[config.mk]
export PLATFORM = sky130hd
export DESIGN_NAME = sq_fwd_queue
export DESIGN_NICKNAME = d
export VERILOG_FILES = /design/src/rtl/lsq_pkg.sv /design/src/rtl/sq_age_sel.sv /design/src/rtl/sq_fwd_queue.sv
export SDC_FILE = /design/constraint.sdc
export NUM_CORES = 2
export LEC_CHECK = 0
export BUFFER_PORTS_ARGS = -buffer_cell sky130_fd_sc_hd__buf_2
export CORE_AREA = 4 4 392 394
export DETAILED_ROUTE_END_ITERATION = 8
export DIE_AREA = 0 0 396 398
export PLACE_DENSITY = 0.64
export SLEW_MARGIN = 20
export SYNTH_ARGS = -nofsm -noshare
export SYNTH_HDL_FRONTEND = slang
export SYNTH_SLANG_ARGS = --single-unit
[constraint.sdc]
create_clock -name clk -period 9.8 [get_ports clk]
set_clock_uncertainty 0.1 [all_clocks]
set_input_delay 1.96 -clock clk [delete_from_list [all_inputs] [get_ports clk]]
set_output_delay 1.96 -clock clk [all_outputs]
set_load 0.02 [all_outputs]
[src/rtl/lsq_pkg.sv]
// Shared types and sizing for the LSQ store side.
// Latency: n/a (types and helpers only).
// Backpressure: n/a.
//
// Contents: queue geometry (SQ_DEPTH/ADDR_W/DATA_W/BR_MASK_W and derived widths),
// ptr_t (index plus wrap bit) and sq_entry_t (one store queue slot).
package lsq_pkg;

  localparam int SQ_DEPTH  = 8;   // entries, power of 2
  localparam int ADDR_W    = 64;  // byte address width
  localparam int DATA_W    = 64;  // store/load data width, multiple of 8
  localparam int BR_MASK_W = 4;   // branch-mask width

  localparam int IDX_W = $clog2(SQ_DEPTH);
  localparam int BE_W  = DATA_W / 8;
  localparam int OFS_W = $clog2(BE_W);  // byte-offset bits below the word address

  // Queue pointer; the extra wrap bit tells full from empty when indices match.
  typedef struct packed {
    logic             wrap;
    logic [IDX_W-1:0] idx;
  } ptr_t;

  typedef struct packed {
    logic                 vld;       // slot allocated
    logic                 addr_vld;  // LSU has written addr/data/be
    logic                 retired;   // ROB committed; eligible to drain
    logic [ADDR_W-1:0]    addr;
    logic [DATA_W-1:0]    data;
    logic [BE_W-1:0]      be;
    logic [BR_MASK_W-1:0] br_mask;
  } sq_entry_t;

  function automatic ptr_t ptr_inc(input ptr_t p);
    logic [IDX_W:0] v;
    v = p + (IDX_W+1)'(1);
    return ptr_t'(v);
  endfunction

  // Number of slots from 'older' up to (not including) 'younger', wrap-aware.
  function automatic logic [IDX_W:0] ptr_dist(input ptr_t younger, input ptr_t older);
    return younger - older;
  endfunction

endpackage

[src/rtl/sq_age_sel.sv]
// Age-ordered selector: youngest matching entry inside [head, head+win_len).
// Latency: purely combinational.
// Backpressure: none; the caller turns 'unknown'/partial matches into a load replay.
//
// Ports: match_i/unk_i  per-physical-slot match and address-unknown flags
//        head_i         physical index of the oldest slot
//        win_len_i      number of slots in the window (0..SQ_DEPTH)
//        sel_idx_o      physical index of youngest match, found_o when valid
//        unknown_o      some slot in the window has an unresolved address
module sq_age_sel
  import lsq_pkg::*;
(
  input  logic [SQ_DEPTH-1:0] match_i,
  input  logic [SQ_DEPTH-1:0] unk_i,
  input  logic [IDX_W-1:0]    head_i,
  input  logic [IDX_W:0]      win_len_i,
  output logic [IDX_W-1:0]    sel_idx_o,
  output logic                found_o,
  output logic                unknown_o
);

  // After rotation bit 0 is the oldest slot, so age order equals bit order.
  logic [SQ_DEPTH-1:0] rot_match;
  logic [SQ_DEPTH-1:0] rot_unk;
  logic [SQ_DEPTH-1:0] win_mask;
  logic [IDX_W-1:0]    sel_ofs;

  always_comb begin
    rot_match = '0;
    rot_unk   = '0;
    win_mask  = '0;
    for (int i = 0; i < SQ_DEPTH; i++) begin
      rot_match[i] = match_i[head_i + IDX_W'(i)];
      rot_unk[i]   = unk_i[head_i + IDX_W'(i)];
      win_mask[i]  = ((IDX_W+1)'(i) < win_len_i);
    end
  end

  // Ascending scan: the last hit wins, which is the youngest one.
  always_comb begin
    found_o = 1'b0;
    sel_ofs = '0;
    for (int i = 0; i < SQ_DEPTH; i++) begin
      if (rot_match[i] && win_mask[i]) begin
        found_o = 1'b1;
        sel_ofs = IDX_W'(i);
      end
    end
  end

  assign sel_idx_o = head_i + sel_ofs;
  assign unknown_o = |(rot_unk & win_mask);

endmodule

[src/rtl/sq_fwd_queue.sv]
// Store queue with byte-enable store-to-load forwarding, retire and Dcache drain.
// Latency: forwarding is combinational; state updates land on the next clk edge.
// Backpressure: sq_full_o stalls dispatch; drain holds head until dc_st_ack_i; loads replay on fwd_stall_o.
//
// Ports: dp_*  dispatch allocation (sq_tail_o/sq_full_o back to RS)
//        st_*  LSU store execute (address/data/byte-enable capture)
//        ld_*  load forwarding probe -> fwd_hit_o/fwd_data_o/fwd_stall_o
//        rob_st_retire_i  commit oldest unretired store
//        dc_st_*  drain handshake to Dcache
//        br_*  branch recovery (tail restore) and correct-resolution mask clear
// Geometry comes from lsq_pkg.
module sq_fwd_queue
  import lsq_pkg::*;
(
  input  logic                 clk,
  input  logic                 rst_n,
  input  logic                 dp_en_i,
  input  logic [BR_MASK_W-1:0] dp_br_mask_i,
  output logic [IDX_W:0]       sq_tail_o,
  output logic                 sq_full_o,
  input  logic                 st_vld_i,
  input  logic [IDX_W-1:0]     st_idx_i,
  input  logic [ADDR_W-1:0]    st_addr_i,
  input  logic [DATA_W-1:0]    st_data_i,
  input  logic [BE_W-1:0]      st_be_i,
  input  logic                 ld_vld_i,
  input  logic [ADDR_W-1:0]    ld_addr_i,
  input  logic [BE_W-1:0]      ld_be_i,
  input  logic [IDX_W:0]       ld_pos_i,
  output logic                 fwd_hit_o,
  output logic [DATA_W-1:0]    fwd_data_o,
  output logic                 fwd_stall_o,
  input  logic                 rob_st_retire_i,
  output logic                 dc_st_req_o,
  output logic [ADDR_W-1:0]    dc_st_addr_o,
  output logic [DATA_W-1:0]    dc_st_data_o,
  output logic [BE_W-1:0]      dc_st_be_o,
  input  logic                 dc_st_ack_i,
  input  logic                 br_recovery_i,
  input  logic [IDX_W:0]       br_tail_rec_i,
  input  logic                 br_correct_i,
  input  logic [BR_MASK_W-1:0] br_tag_fix_i
);

  sq_entry_t sq_q [SQ_DEPTH];
  sq_entry_t sq_d [SQ_DEPTH];

  // head (drain) <= ret (next to retire) <= tail (next to allocate)
  ptr_t head_q, head_d;
  ptr_t ret_q,  ret_d;
  ptr_t tail_q, tail_d;

  ptr_t                rec_ptr;
  ptr_t                ld_pos;
  logic                full;
  logic                dc_req;
  logic [IDX_W:0]      kill_cnt;
  logic [SQ_DEPTH-1:0] kill;
  logic [SQ_DEPTH-1:0] match_vec;
  logic [SQ_DEPTH-1:0] unk_vec;
  logic [IDX_W:0]      win_len;
  logic [IDX_W-1:0]    sel_idx;
  logic                sel_found;
  logic                sel_unknown;
  logic                sel_covers;
  logic [BR_MASK_W-1:0] fix_mask;

  assign rec_ptr = ptr_t'(br_tail_rec_i);
  assign ld_pos  = ptr_t'(ld_pos_i);

  assign full   = (tail_q.idx == head_q.idx) && (tail_q.wrap != head_q.wrap);
  assign dc_req = sq_q[head_q.idx].vld & sq_q[head_q.idx].retired;

  // Slots in [rec_ptr, tail_q) are wrong-path: offset from rec_ptr below the squash count.
  always_comb begin
    kill     = '0;
    kill_cnt = ptr_dist(tail_q, rec_ptr);
    for (int i = 0; i < SQ_DEPTH; i++) begin
      kill[i] = ({1'b0, IDX_W'(i) - rec_ptr.idx} < kill_cnt);
    end
  end

  assign fix_mask = br_correct_i ? br_tag_fix_i : '0;

  always_comb begin
    sq_d   = sq_q;
    head_d = head_q;
    ret_d  = ret_q;
    tail_d = tail_q;

    if (dc_req && dc_st_ack_i) begin
      sq_d[head_q.idx].vld     = 1'b0;
      sq_d[head_q.idx].retired = 1'b0;
      head_d                   = ptr_inc(head_q);
    end

    if (rob_st_retire_i) begin
      sq_d[ret_q.idx].retired = 1'b1;
      ret_d                   = ptr_inc(ret_q);
    end

    if (st_vld_i) begin
      sq_d[st_idx_i].addr     = st_addr_i;
      sq_d[st_idx_i].data     = st_data_i;
      sq_d[st_idx_i].be       = st_be_i;
      sq_d[st_idx_i].addr_vld = 1'b1;
    end

    if (br_recovery_i) begin
      // Recovery wins over both dispatch and a same-cycle correct resolution.
      tail_d = rec_ptr;
      for (int i = 0; i < SQ_DEPTH; i++) begin
        if (kill[i]) begin
          sq_d[i].vld = 1'b0;
        end
      end
    end else begin
      for (int i = 0; i < SQ_DEPTH; i++) begin
        sq_d[i].br_mask = sq_q[i].br_mask & ~fix_mask;
      end
      if (dp_en_i && !full) begin
        sq_d[tail_q.idx].vld      = 1'b1;
        sq_d[tail_q.idx].addr_vld = 1'b0;
        sq_d[tail_q.idx].retired  = 1'b0;
        sq_d[tail_q.idx].addr     = '0;
        sq_d[tail_q.idx].data     = '0;
        sq_d[tail_q.idx].be       = '0;
        // A branch resolving this cycle must not leave its bit on the new store.
        sq_d[tail_q.idx].br_mask  = dp_br_mask_i & ~fix_mask;
        tail_d                    = ptr_inc(tail_q);
      end
    end
  end

  always_ff @(posedge clk or negedge rst_n) begin
    if (!rst_n) begin
      head_q <= '0;
      ret_q  <= '0;
      tail_q <= '0;
      for (int i = 0; i < SQ_DEPTH; i++) begin
        sq_q[i] <= '0;
      end
    end else begin
      head_q <= head_d;
      ret_q  <= ret_d;
      tail_q <= tail_d;
      sq_q   <= sq_d;
    end
  end

  // Forwarding only sees registered state, so a same-cycle store write still looks unknown.
  always_comb begin
    match_vec = '0;
    unk_vec   = '0;
    for (int i = 0; i < SQ_DEPTH; i++) begin
      match_vec[i] = sq_q[i].vld && sq_q[i].addr_vld &&
                     (sq_q[i].addr[ADDR_W-1:OFS_W] == ld_addr_i[ADDR_W-1:OFS_W]) &&
                     (|(sq_q[i].be & ld_be_i));
      unk_vec[i]   = sq_q[i].vld && !sq_q[i].addr_vld;
    end
  end

  // Older window is [head, ld_pos); an equal pointer (wrap included) means no older stores.
  assign win_len = ptr_dist(ld_pos, head_q);

  sq_age_sel u_age_sel (
    .match_i   (match_vec),
    .unk_i     (unk_vec),
    .head_i    (head_q.idx),
    .win_len_i (win_len),
    .sel_idx_o (sel_idx),
    .found_o   (sel_found),
    .unknown_o (sel_unknown)
  );

  assign sel_covers  = ((ld_be_i & ~sq_q[sel_idx].be) == '0);
  assign fwd_hit_o   = ld_vld_i && !sel_unknown && sel_found && sel_covers;
  assign fwd_stall_o = ld_vld_i && (sel_unknown || (sel_found && !sel_covers));
  assign fwd_data_o  = fwd_hit_o ? sq_q[sel_idx].data : '0;

  // Byte offset inside the word never takes part in the word compare.
  logic unused_ld_ofs;
  assign unused_ld_ofs = ^ld_addr_i[OFS_W-1:0];

  assign sq_tail_o    = tail_q;
  assign sq_full_o    = full;
  assign dc_st_req_o  = dc_req;
  assign dc_st_addr_o = dc_req ? sq_q[head_q.idx].addr : '0;
  assign dc_st_data_o = dc_req ? sq_q[head_q.idx].data : '0;
  assign dc_st_be_o   = dc_req ? sq_q[head_q.idx].be   : '0;

  // A store can only commit once the LSU has supplied its address.
  logic ret_bad;
  assign ret_bad = rob_st_retire_i && !sq_q[ret_q.idx].addr_vld;

  ap_retire_needs_addr: assert property (@(posedge clk) disable iff (!rst_n) !ret_bad);

endmodule

==> impl_metrics.csv <==
group,metric,value,unit
run_status,status,"finished, violations left",
run_status,violations,"negative setup slack",
detailed_routing,wirelength,354000,um
synthesis,synth_top_area_cell,"dfrtp_1",
placed_design,placed_cells,9562,
final_layout,fin_nets,7962,
global_route,grt_pass1_vias,61100,
synthesis,yosysTopAreaCellShare,0.428,
worst_setup_path,crit_required,7.74,ns
worst_setup_path,crit_type,"input port to output pin",
synthesis,synthCells,7354,
sta,clock.fmax,102,MHz
worst_setup_path,worstPathArrival,7.77,ns
sta,period_needed,9.83,ns
clocking,cts_tree,"built",
floorplan,start_util,0.438,
global_route,grt_pass1_wl,488000,um
clocking,insertion_delay,0.79,ns
synthesis,synth.area.top_cells,"dfrtp_1 43%, mux4_2 14%, nand2_1 14%",
final_layout,final_layout_size_suffix_gt1_frac,0.228,
placed_design,gp_congestion,1.06,
final_layout,fin_cells,9866,
synthesis,synth_xor_area_frac,0.0543,
clocking,root_buffer,"clkbuf_16",
synthesis,synth_cell_type_count,68,
synthesis,syn_nets,7620,
final_layout,synthToLayoutAreaGrowth,19.2,%
global_route,antenna_found_initial,63,
worst_setup_path,reg2reg_slack,5.48,ns
global_route,grt_max_degree,168,
global_route,overflow,0,
synthesis,synth_area_per_cell,8.93,sq um
clocking,clock_sinks,1123,
worst_setup_path,cp-start-kind,"input port",
final_layout,fillers,13900,
synthesis,synth_compound_area_frac,0.118,
synthesis,synthMuxAreaShare,0.156,
final_layout,layout_common_cells,"2499 x nand2_1, 1257 x a21oi_1, 1120 x dfrtp_1",
synthesis,async_reset_ff_frac,1.00,
floorplan,io_pins,444,
synthesis,synth_top_family_by_area,"simple AND/OR/NAND/NOR gates",
power_and_ir_drop,vdd_ir_drop_max,0.507,mV
detailed_routing,first_pass_iters,8,
sta,slew_headroom,0.148,
floorplan,die_h,398,um
clocking,ctsHoldBuffers,0,
final_layout,final_common_cell,"nand2_1",
worst_setup_path,reg2reg_from,"head_q[1]",
synthesis,synth-seq-cells,1123,
placed_design,port_buffers,431,
clocking,h-tree-depth,4,
final_layout,final_util,0.522,
synthesis,yosys_warnings,0,
floorplan,row_count,142,
sta,drv_slew,0,
detailed_routing,wl_per_cell,35.9,um
worst_setup_path,crit_start,"ld_addr_i[24]",
power_and_ir_drop,p_leak,33.8,nW
worst_setup_path,endpoint_kind,"output pin",
synthesis,ys_dominant_reg_cell,"dfrtp_1",
global_route,gr-usage-all-layers,0.440,
sta,tightestPinTransition,1.28,ns
sta,fin_ws,-0.0294,ns
detailed_routing,vias,63400,
worst_setup_path,crit_end,"fwd_stall_o",
min_path,holdCritPathClass,"flop to flop",
detailed_routing,final_antenna_net_count,0,
sta,rsz0062_at_grt,"true",
worst_setup_path,reg2reg_depth,9,
synthesis,synthSimpleGateAreaFrac,0.187,
worst_setup_path,reg2reg_to,"sq_q[1025]",
placed_design,place_hpwl,235000,um
detailed_routing,viasPerCell,6.43,
floorplan,die_area,158000,sq um
detailed_routing,drtIter0Drc,9089,
synthesis,synth_edf_count,0,
floorplan,fp.dieW,396,um
sta,period_share,1.00,
synthesis,yosys.area_share.adder,0.00633,
power_and_ir_drop,power_density,290,nW/um^2
sta,setup-violations-final,8,
synthesis,ys_seq_area_frac,0.428,
synthesis,netlist_area,65700,sq um
clocking,clkTransAtPathRegs,0.06,ns
flow_run,drv_cap,0,
detailed_routing,drc,0,
worst_setup_path,critPathMaxFanout,6,
clocking,clock_path_buffers,3,
sta,hold_viol_final,0,
clocking,cts_buffers,135,
floorplan,coreArea,150000,sq um
layout make-up:
class                      instances  area, sq um  area share
clock buffer                     195         3990      0.0509
tap                             2016         2520      0.0322
clock inverter                    49          614     0.00785
inverter                          97          380     0.00486
timing repair buffer             945         6980      0.0891
multi-input combinational       5394        35500       0.454
sequential                      1123        28100       0.359
antenna                           47          118     0.00150
kinds of logic (layout without fill, tap and decap cells):
family / Yosys count / count (layout)
flops: 1123 / 1123
buf+inv: 837 / 1286
other cells: 0 / 47
xor+xnor: 407 / 407
fa+ha+maj: 31 / 31
compound gates: 1445 / 1445
simple gates: 3012 / 3012
mux: 499 / 499
Yosys cell counts (7+ instances only):
cell type	number
nand3_1	32
nand4_1	62
o2bb2ai_1	10
a22oi_1	38
buf_1	178
a2111oi_0	20
clkbuf_1	473
mux2i_1	75
a21oi_1	1259
and3_1	8
o21ai_0	16
mux4_2	418
nor2b_1	86
xnor2_1	75
inv_1	94
o22ai_1	21
dfrtp_1	1123
a31oi_1	10
nor3_1	87
ha_1	26
nor4_1	120
nor2_1	72
buf_2	71
buf_4	17
nand2b_1	14
nand2_1	2504
xor2_1	332
o21a_1	7
a221oi_1	10
worst min path at each step:
stage,slack [ns],depth (start not counted),start,end
floorplan,0.37,2,sq_q[426],sq_q[426]
global placement,0.39,2,sq_q[712],sq_q[712]
detailed placement,0.40,2,sq_q[998],sq_q[998]
CTS,0.41,2,sq_q[998],sq_q[998]
global route,0.44,2,sq_q[998],sq_q[998]
finish,0.42,2,sq_q[998],sq_q[998]
report_power, final:
group	switching (W)	total (W)	internal [W]
sequential	0.00118	0.00688	0.00570
clock	0.00222	0.00531	0.00309
combinational	0.00587	0.0105	0.00460
stage by stage:
step	TNS, ns	setup slack [ns]	cell area, sq um	hold WS, ns	power, W
after floorplan	0	0.179	65700	0.373	0.0125
after global placement	-28.87	-0.544	72000	0.391	0.0166
after detailed placement	-30.92	-0.576	72000	0.397	0.0168
after CTS	-0.173	-0.0275	77000	0.412	0.0221
after global routing	-3.84	-0.0994	78200	0.437	0.0234
final	-0.0745	-0.0294	78200	0.416	0.0227
state kept, by name, indices dropped and copies added (netlist names):
signal     count
head_q         4
ret_q          3
sq_q        1112
sq_tail_o      4
critical path, cell delays in order:
cell       delay (ns)
buf_2            0.11
buf_4            0.15
xor2_1           0.50
nor4_1           0.12
buf_4            0.18
nand4_1          0.09
buf_4            0.18
nor4_1           0.08
a32o_2           0.31
buf_4            0.14
mux2_2           0.25
a221oi_1         0.43
buf_4            0.19
nand2_1          0.04
a31o_2           0.23
fa_4             0.77
buf_12           0.16
buf_12           0.13
mux4_2           0.53
o22ai_2          0.20
nor4_2           0.07
mux2i_4          0.20
buf_12           0.21
buf_16           0.21
o2bb2ai_4        0.14
buf_6            0.13
layer usage:
metal / global-route usage / vias to the layer above / share of wire
met5: 0 / - / 0.00036
met4: 0.276 / 20 / 0.080
met3: 0.128 / 928 / 0.12
met2: 0.653 / 4495 / 0.43
met1: 0.567 / 32200 / 0.37
li1: - / 25800 / -
what timing repair did:
action / CTS / global route
pin swaps: 8 / 18
buffers inserted: 4 / 8
gates resized for setup: 61 / 230
gates cloned: 1 / 3
endpoints found under the setup margin: 66 / 66
Power figures use the tool's default switching activity.
